===== config.mk =====
export PLATFORM = sky130hd
export DESIGN_NAME = pipelined_adder
export DESIGN_NICKNAME = d
export VERILOG_FILES = /design/src/rtl/pipelined_adder.sv
export SDC_FILE = /design/constraint.sdc
export NUM_CORES = 1
export LEC_CHECK = 0
export ABC_AREA = 0
export CORE_UTILIZATION = 30
export DETAILED_ROUTE_END_ITERATION = 8
export DONT_BUFFER_PORTS = 1
export GPL_TIMING_DRIVEN = 1
export PLACE_DENSITY_LB_ADDON = 0.15
export RECOVER_POWER = 25
export SLEW_MARGIN = 20
export SYNTH_ARGS = -nofsm -noshare
export SYNTH_HDL_FRONTEND = slang
export SYNTH_SLANG_ARGS = --single-unit
export TNS_END_PERCENT = 100

===== constraint.sdc =====
create_clock -name clk -period 4.2 [get_ports clk]
set_input_delay 0.84 -clock clk [delete_from_list [all_inputs] [get_ports clk]]
set_output_delay 0.84 -clock clk [all_outputs]
set_load 0.05 [all_outputs]

===== src/rtl/pipelined_adder.sv =====
// Pipelined ripple-segment adder: WIDTH-bit a + b + cin split into STAGES registered carry
// segments behind a valid/ready handshake; reports sum, carry-out and signed overflow.
module pipelined_adder #(
   parameter int unsigned WIDTH  = 8,
   parameter int unsigned STAGES = 2
) (
   input  logic             clk,
   input  logic             rst_n,
   input  logic             in_valid,
   output logic             in_ready,
   input  logic [WIDTH-1:0] a,
   input  logic [WIDTH-1:0] b,
   input  logic             cin,
   output logic             out_valid,
   input  logic             out_ready,
   output logic [WIDTH-1:0] sum,
   output logic             cout,
   output logic             ovf
);

   localparam int unsigned SEG  = WIDTH / STAGES;
   localparam int unsigned LAST = STAGES - 1;

   logic [STAGES-1:0]            valid_q, valid_d;
   logic [STAGES-1:0]            carry_q, carry_d;
   logic [STAGES-1:0]            advance;
   logic [STAGES-1:0][WIDTH-1:0] a_q, a_d;
   logic [STAGES-1:0][WIDTH-1:0] b_q, b_d;
   logic [STAGES-1:0][WIDTH-1:0] sum_q, sum_d;
   logic                         ovf_q, ovf_d;

   // A stage may move when its slot is empty or everything downstream moves.
   always_comb begin
      logic chain;
      chain   = out_ready;
      advance = '0;
      for (int k = int'(STAGES) - 1; k >= 0; k--) begin
         chain      = chain || !valid_q[k];
         advance[k] = chain;
      end
   end

   always_comb begin
      logic [WIDTH-1:0] src_a, src_b, src_s;
      logic             src_c, src_v;
      logic [SEG:0]     seg;
      int               p;
      valid_d = valid_q;
      carry_d = carry_q;
      a_d     = a_q;
      b_d     = b_q;
      sum_d   = sum_q;
      ovf_d   = ovf_q;
      src_a   = '0;
      src_b   = '0;
      src_s   = '0;
      src_c   = 1'b0;
      src_v   = 1'b0;
      seg     = '0;
      p       = 0;
      for (int k = 0; k < int'(STAGES); k++) begin
         p = (k > 0) ? k - 1 : 0;
         if (k == 0) begin
            src_a = a;
            src_b = b;
            src_c = cin;
            src_s = '0;
            src_v = in_valid;
         end else begin
            src_a = a_q[p];
            src_b = b_q[p];
            src_c = carry_q[p];
            src_s = sum_q[p];
            src_v = valid_q[p];
         end
         seg = {1'b0, src_a[k*SEG +: SEG]} + {1'b0, src_b[k*SEG +: SEG]}
             + {{SEG{1'b0}}, src_c};
         if (advance[k]) begin
            valid_d[k] = src_v;
            if (src_v) begin
               a_d[k]                 = src_a;
               b_d[k]                 = src_b;
               sum_d[k]               = src_s;
               sum_d[k][k*SEG +: SEG] = seg[SEG-1:0];
               carry_d[k]             = seg[SEG];
               // Carry into the MSB is recovered as a ^ b ^ sum at that bit.
               if (k == int'(LAST)) begin
                  ovf_d = seg[SEG] ^ src_a[WIDTH-1] ^ src_b[WIDTH-1] ^ seg[SEG-1];
               end
            end
         end
      end
   end

   always_ff @(posedge clk or negedge rst_n) begin
      if (!rst_n) begin
         valid_q <= '0;
         carry_q <= '0;
         a_q     <= '0;
         b_q     <= '0;
         sum_q   <= '0;
         ovf_q   <= 1'b0;
      end else begin
         valid_q <= valid_d;
         carry_q <= carry_d;
         a_q     <= a_d;
         b_q     <= b_d;
         sum_q   <= sum_d;
         ovf_q   <= ovf_d;
      end
   end

   // Already-consumed operand bits are carried along for simplicity but never read.
   logic unused_ops;
   assign unused_ops = ^{a_q, b_q};

   assign in_ready  = advance[0];
   assign out_valid = valid_q[LAST];
   assign sum       = sum_q[LAST];
   assign cout      = carry_q[LAST];
   assign ovf       = ovf_q;

endmodule


# [Word level (Yosys, flattened, before mapping)]
# Index checks and enable logic that the tools add are counted.
[totals] reg_bits=33 in_bits=21 elab_cells=22 out_inout_bits=12
[classes] reduce_logical=6 addsub=4 n_bitwise=3
[ops] operator="$add A4 B4 Y5" count=2
[ops] operator="$add A5 B1 Y5" count=2
[ops] operator="$reduce_and A2 Y1" count=2
[ops] operator="$xor A1 B1 Y1" count=3
[ops] operator="$logic_not A1 Y1" count=2
[ops] operator="$logic_or A1 B1 Y1" count=2

# [Depth between registers and ports, before layout]
# Gate-level depths: netlist (run 1).
[depth] word_depth=5 depth_mapped=8 ltp_nobuf=8

# [Worst setup path after synthesis (run 1)]
# No wires, ideal clock.
[synth_path] path_type="input -> register" from="input out_ready" to="register b_q[5] (netlist name)" arrival_time_ps=2244 stages=4 setup_time_ps=125 path_slack_ps=1831 n_path_buf=1 t_required_ps=4075 cell_sequence="nand3b_1 nand2_2 buf_2 mux2_2"
[synth_via] elab_chain_len=3
[synth_lines] item="start, declared" line_no="15" rtl="input logic out_ready,"
[synth_lines] item="$logic_or A1 B1 Y1 (2 in a row)" line_no="38" rtl="chain = chain || !valid_q[k];"
[synth_lines] item="$reduce_and A2 Y1 (no line)"
[synth_lines] item="end signal, assigned" line_no="100" rtl="b_q <= '0;"
[synth_lines] item="end signal, assigned" line_no="107" rtl="b_q <= b_d;"
[synth_lines] item="end, declared" line_no="28" rtl="logic [STAGES-1:0][WIDTH-1:0] b_q, b_d;"
# No other way between the ends.
# A chain may end at the register's enable or synchronous reset.

# [Final worst setup path (run 1)]
[layout_path] from="register valid_q[1]" to="output in_ready"
[layout_via] elab_chain_len=3
[layout_lines] item="start, declared" line_no="24" rtl="logic [STAGES-1:0] valid_q, valid_d;"
[layout_lines] item="start signal, assigned" line_no="104" rtl="valid_q <= valid_d;"
[layout_lines] item="$logic_not A1 Y1" line_no="38"
[layout_lines] item="$logic_or A1 B1 Y1 (2 in a row)" line_no="38"
[layout_lines] item="end, declared" line_no="10" rtl="output logic in_ready,"
# No other way between the ends.

==> metrics.txt, run 1 <==
status=finished, final reports clean; GR peak layer=met2; YS warnings=0; Fmax achieved=426 MHz; critical path data arrival time=1510 ps; startpoint types=flop; antenna violations before repair=0; slowest stage delay, CP=660 ps; leakage power=0.000607 uW; Synth-to-Final Area Change=3.04%; Setup Buffers After CTS=0; Post-Synth XOR/XNOR Area=5.20%; Mean Syn Cell Area=12.3 sq um; CTS resizes=0; Post-DRT Antenna Nets=0; largest net degree at the start of global routing=26; # diodes=0; Relative slew margins=58.3%; Iteration-0 DRC Markers=30; Final Core Density=32.6%; RSZ-0062 raised after global routing=no; DP Cell Count=144; register area=626 sq um; CTS tree=done; core footprint=4030 sq um; vias in the first global route=685; Adder-Cell Fraction of Synth Area=12.2%; worst path cell trace=nand3b_1; Die X=67.2 microns; Hold/Removal Path Class=primary input to asynchronous set/reset pin; Fin Clk Skew=7.38 ps; met2 Resource Use GR=15.3%; Final setup viols=0; htree depth=1; min Tclk post-route=2350 ps; fillers=416; clock-pin slew on the worst setup and hold paths=90 ps; Starting Density=31.7%; multi-input logic area=554 sq um; Vias=674; #FFs+latches synth=25; Clock Sinks=25; number of core rows=23; Fin Setup TNS=0 ps; post-synthesis cell area=1280 sq um; first-pass GRT wire length=3330 microns; IO Count=33; crit end category=output port; Buffers on Ports=0; count of cell types in the netlist=22; cts hold-fix bufs=0; drt first pass iters=2; vias per cell=4.55; crit share post-route=55.9%; DRC Markers=0; worst vdd ir=0.000141 V; clock tree buffer depth=2; GRT Overall Usage=10.4%; largest family of logic cells by synthesized area=multiplexers; Least-Margin Pin Slew=624 ps; final wirelength=2070 microns; mux share of post-synthesis cell area=13.2%; met3 Use GR=3.89%; cell family contributing the most delay on the critical path=flip-flops; critical path fanouts, max=3; total chip power=787 uW; Syn Nets=135; Max-cap violations=0; fin. max-slew vios=0; Root Driver=clkbuf_8; minimum hold slack=255 ps; CTS buffer count=3; Nets=130; critical path type=flop to output port; wire per inst=14.0 microns; DIE HEIGHT=67.2 microns; Synth Area in Compound Gates=6.67%; fin cells=148; Worst EP required=3360 ps; GRT overflow=0; area of the die=4520 sq um; Synth Area in Simple Gates=6.18%; clk_lat worst skew=270 ps; Pwr Density=598 nW/um^2; met1 Track Usage GR=13.2%; WP buf/inv=0; fraction of layout cells with a size suffix above 1=19.4%; sequential area share after synthesis=49.0%; Hold Violations, Final=0; slowest cell on the critical path=dfrtp_1; routability cong.=0.703; Detail Placement HPWL=1570 microns; cell count after synthesis=104
==> power by group <==
group | switching (uW) | leakage (uW) | total [uW] | internal [uW]
clock | 74.6 | 0.0000255 | 141 | 66.3
combinational | 70.0 | 0.000284 | 160 | 90.2
sequential | 185 | 0.000297 | 486 | 300
==> cells by family (layout without fill, tap and decap cells) <==
group           count (synthesis)  count (layout)
xor+xnor                        6               6
buf+inv                        17              11
mux                            15              15
flops                          25              25
fa+ha+maj                      10              10
simple gates                   16              16
compound gates                 15              15
==> final cells by class <==
type / instances / share of cell area (%)
Sequential cell: 25 / 47.6
Multi-Input combinational cell: 62 / 42.2
Tap cell: 50 / 4.76
Clock buffer: 3 / 3.14
Inverter: 7 / 2.00
Clock inverter: 1 / 0.381
==> layout by cell type, fill, tap and decap left out, drive strengths merged, types with 2 or more instances in the layout <==
master	netlist	routed
a21o	3	3
a21oi	3	3
clkbuf	0	3
dfrtp	25	25
fa	4	4
ha	6	6
inv	7	7
mux2	15	15
nand2	10	10
nand2b	3	3
o21ai	8	8
xnor2	2	2
xor2	3	3
==> worst paths after layout <==
check	from	to	slack, ps	cells past startpoint
max in group asynchronous	rst_n	ovf	3860	0
worst max-delay path	valid_q[1]	in_ready	1850	1
min in group clk	sum_q[3]	sum_q[3]	500	2
worst min-delay path	rst_n	b_q[4]	260	0
worst min register to register	sum_q[3]	sum_q[3]	500	2
worst max register to register	valid_q[1]	a_q[6]	1930	3
==> state kept, by name (all words and copies together) (netlist names) <==
name,count
a_q,4
b_q,4
carry_q,2
ovf,1
sum,8
sum_q,4
valid_q,2
==> synthesized netlist by cell type <==
master	instances	area share, %
buf_4	8	4.7
nand2_2	1	0.49
dfrtp_1	25	49
o21ai_1	1	0.39
nand2_1	9	2.6
fa_1	4	6.3
nand3b_1	1	0.59
o21ai_0	7	2.7
nor2b_1	1	0.49
inv_1	7	2.1
a21o_1	3	1.8
mux2_2	13	11
xor2_1	3	2.1
xnor3_1	1	1.8
o21a_1	1	0.59
ha_1	6	5.9
buf_2	2	0.78
nor2_2	1	0.49
xnor2_1	2	1.4
a21oi_1	3	1.2
mux2_1	2	1.8
nand2b_1	3	1.5
==> routing by layer <==
metal / wire length, microns / part of all wire [%]
met4: 25 / 1.2
met5: 0 / 0
met2: 934 / 45
met1: 963 / 46
met3: 148 / 7.1
==> stage by stage <==
| step | worst slack [ps] | instance area, sq um |
|---|---|---|
| final | 1850 | 1320 |
| after global routing | 1780 | 1320 |
| after CTS | 1840 | 1320 |
| after detailed placement | 1790 | 1270 |
| after global placement | 1800 | 1270 |
| after floorplan | 1830 | 1280 |
Power figures use the tool's default switching activity.
==> run 2: changes to the inputs <==
clock period = 2.3 ns   (was 4.2 ns; I/O delays follow)
==> run 2 against run 1 <==
Worst hold slack better by 62 ps. Clock skew down 6.5 ps. Via count increased by 1.9%. Clock-buffer cell count is 1 higher. Worst setup slack worse by 1600 ps. Critical path depth is 7 higher. Critical path type is now flop to flop. Largest power group unchanged.
==> metrics.txt, run 2 (same netlist as run 1, synthesis figures left out) <==
max reg flops=8; clock-pin slew on the worst setup and hold paths=90 ps; core footprint=4030 sq um; Final Core Density=33.3%; Root Driver=clkbuf_8; vias in the first global route=693; GRT overflow=0; clk_lat worst skew=260 ps; fillers=429; Fin Setup TNS=0 ps; most frequent cells in the layout=dfrtp_1, mux2_2, nand2_1; clock tree buffer depth=2; area of the die=4520 sq um; drt first pass iters=4; critical path type=flop to flop; GRT Overall Usage=10.3%; Synth-to-Final Area Change=5.20%; Vias=687; minimum hold slack=318 ps; Placed Area=1280 sq um; critical path data arrival time=2270 ps; power share of the clock group=17.8%; Fmax achieved=481 MHz; Nets=134; startpoint types=flop; post-route setup slack=221 ps; Die X=67.2 microns; DRC Markers=0; IO Count=33; Starting Density=31.7%; min Tclk post-route=2080 ps; htree depth=1; fin. max-slew vios=0; Comb power frac=21.4%; Post-DRT Antenna Nets=0; Sw Pwr=611 uW; crit share post-route=90.4%; antenna violations before repair=0; multi-input logic area=554 sq um; Worst EP required=2490 ps; Iteration-0 DRC Markers=27; P_int=843 uW; Pwr Density=1080 nW/um^2; status=finished, final reports clean; CTS tree=done; crit end category=flop; Least-Margin Pin Slew=1350 ps; first-pass GRT wire length=3410 microns; Max-cap violations=0; Relative slew margins=10.1%; routability cong.=0.674; final wirelength=2050 microns; # diodes=0; register share of total power=60.8%; leakage power=0.000618 uW; number of core rows=23; fraction of layout cells with a size suffix above 1=19.6%; critical path fanouts, max=2; CTS buffer count=3; Detail Placement HPWL=1570 microns; DIE HEIGHT=67.2 microns; worst slack, placed=230 ps; register area=626 sq um; worst vdd ir=0.000276 V; vias per cell=4.52; Buffers on Ports=0; commonest non-fill, non-tap cell in the layout=dfrtp_1; sw frac=42.0%; RSZ-0062 raised after global routing=no; Clock Sinks=25; Hold/Removal Path Class=primary input to flop; Final setup viols=0; Final Instance Area=1340 sq um; Fin Clk Skew=0.848 ps; Hold Violations, Final=0; wire per inst=13.5 microns; largest net degree at the start of global routing=26
[run 2: cell count changes in the layout (fill, tap and decap cells not counted)]
cell | previous run | this run
buf_4 | 0 | 2
clkbuf_1 | 0 | 2
clkinv_2 | 1 | 0
dlygate4sd3_1 | 0 | 1
[run 2: path summary, 6_finish.rpt]
| check | from | end | slack (ps) | cells past startpoint |
|---|---|---|---|---|
| max | carry_q[0] | ovf | 220 | 8 |
| min | in_valid | valid_q[0] | 320 | 1 |
| min in group asynchronous | rst_n | a_q[7] | 1020 | 2 |
| max in group asynchronous | rst_n | sum_q[0] | 490 | 2 |
| max reg2reg | carry_q[0] | ovf | 220 | 8 |
| min reg2reg | sum_q[3] | sum_q[3] | 490 | 2 |
[run 2: power by group through the flow]
stage / clock [uW] / combinational [uW] / sequential (uW)
after floorplan: 0 / 550 / 665
after global placement: 0 / 297 / 896
after detailed placement: 0 / 306 / 900
after CTS: 272 / 321 / 890
after global routing: 285 / 353 / 904
final: 259 / 310 / 884
[run 2: layout make-up]
class	instances	area share [%]
Sequential cell	25	46.6
Multi-Input combinational cell	62	41.3
Tap cell	50	4.66
Clock buffer	4	3.36
Timing Repair Buffer	4	2.14
Inverter	7	1.96
[run 2: worst max-delay path, stage by stage (launching register included)]
cell     delay (ps)
dfrtp_1         410
fa_1            450
inv_1            90
fa_1            200
nor2b_1          60
o21a_1          180
nor2_2          100
xnor3_1         400
o21ai_1         130
[run 2: repair_timing]
item,CTS,global route
hold buffers,2,0
gates resized for setup,0,0
hold endpoints to repair,25,0
setup endpoints to repair,0,0
setup buffers,0,0
[run 2: metal layers]
layer / track usage (%) / share of wire, %
met1: 14.0 / 47
met2: 15.4 / 46
met3: 2.20 / 6.3
met4: 4.79 / 0.93
met5: 0 / 0
[run 2: metrics by stage]
stage,cells,total power [uW]
floorplan,104,1210
global placement,146,1190
detailed placement,146,1210
CTS,152,1480
global route,152,1540
finish,152,1450
==> run 3: changes to the inputs <==
CORE_MARGIN = 8   (was not set)
==> run 3 against run 2 <==
Flip-flop and latch count unchanged. Clock power shrank 3%. First-iteration DRC count down 7.4%. Non-clock buffer count unchanged. Total power fell by 0.71%. Core utilization decreased by 0.24 points.
==> metrics.txt, run 3 (same netlist as run 1, synthesis figures left out) <==
max reg flops=8; GRT overflow=0; multi-input logic area=554 sq um; largest net degree at the start of global routing=26; leakage power=0.000618 uW; fin. max-slew vios=0; IO Count=33; Iteration-0 DRC Markers=25; Synth-to-Final Area Change=5.20%; min Tclk post-route=2040 ps; Final setup viols=0; fillers=418; final wirelength=2240 microns; critical path fanouts, max=2; Pwr Density=1080 nW/um^2; Vias=687; Nets=134; startpoint types=flop; Root Driver=clkbuf_8; core footprint=4060 sq um; clk_lat worst skew=260 ps; area of the die=6600 sq um; vias per cell=4.52; met2 Resource Use GR=10.6%; reg-to-reg startpoint=carry_q[0]; drt first pass iters=3; CTS resizes=0; Hold/Removal Path Class=primary input to flop; antenna violations before repair=0; Die X=81.2 microns; # diodes=0; routability cong.=0.725; critical path data arrival time=2230 ps; Hold Violations, Final=0; DIE HEIGHT=81.2 microns; worst vdd ir=0.000236 V; Fmax achieved=490 MHz; status=finished, final reports clean; worst slack, placed=276 ps; Hold Crit Start=in_valid; DRC Markers=0; Starting Density=31.5%; GRT Overall Usage=7.00%; GR peak layer=met2; RSZ-0062 raised after global routing=no; clock tree buffer depth=2; Detail Placement HPWL=1780 microns; Max-cap violations=0; CTS tree=done; met3 Use GR=2.76%; vias in the first global route=708; met1 Track Usage GR=7.80%; minimum hold slack=306 ps; CTS buffer count=3; Buffers on Ports=0; wire per inst=14.7 microns; Least-Margin Pin Slew=1310 ps; htree depth=1; crit share post-route=88.7%; number of core rows=23; crit end category=flop; commonest non-fill, non-tap cell in the layout=dfrtp_1; critical path type=flop to flop; post-route setup slack=260 ps; Post-DRT Antenna Nets=0; Relative slew margins=13.0%; Worst EP required=2490 ps; first-pass GRT wire length=3440 microns; clock-pin slew on the worst setup and hold paths=80 ps; fraction of layout cells with a size suffix above 1=19.6%; most frequent cells in the layout=dfrtp_1, mux2_2, nand2_1; Fin Clk Skew=8.04 ps; Fin Setup TNS=0 ps; Setup crit start=carry_q[0]; register area=626 sq um; Clock Sinks=25
-- run 3: cell counts in the layout (fill, tap and decap cells not counted) --
Identical to the previous run, type by type.
-- run 3: stage by stage --
stage                     power, uW  util, %  area, sq um  instances
after global placement         1200     31.6         1280        146
final                          1440     33.1         1340        152
after CTS                      1480     33.5         1360        152
after global routing           1540     33.1         1340        152
after floorplan                1210        -         1280        104
after detailed placement       1210     31.6         1280        146
-- run 3: worst max-delay path: stages (launching register included) --
cell and delay (ps):
dfrtp_1 410, fa_1 440, inv_1 80, fa_1 210, nor2b_1 60, o21a_1 170, nor2_2 90, xnor3_1 390
o21ai_1 110
-- run 3: layout make-up --
cell class	count	area share (%)
clock buffers	4	3.36
inverters	7	1.96
multi-input cells	62	41.3
flip-flops and latches	25	46.6
well taps	50	4.66
repair buffers	4	2.14
-- run 3: per-layer routing --
metal  vias up  wire length [microns]
met3         2                    197
met2        17                   1090
li1        332                      -
met4         0                     40
met1       336                    917
met5         -                      0
-- run 3: path summary, 6_finish.rpt --
path	endpoint	cells after the start	slack (ps)
worst min register to register	sum_q[1]	2	480
max in group asynchronous	valid_q[1]	2	530
worst min-delay path	valid_q[0]	1	310
min in group asynchronous	carry_q[0]	2	1000
worst max register to register	ovf	8	260
worst max-delay path	ovf	8	260
-- run 3: repair_timing --
action	CTS	global route
setup buffers	0	0
hold endpoints to repair	25	0
hold buffers	2	0
-- run 3: power by group --
part           internal, uW  switching, uW  total, uW
clock network           124            126        250
registers               548            337        885
logic                   171            138        309
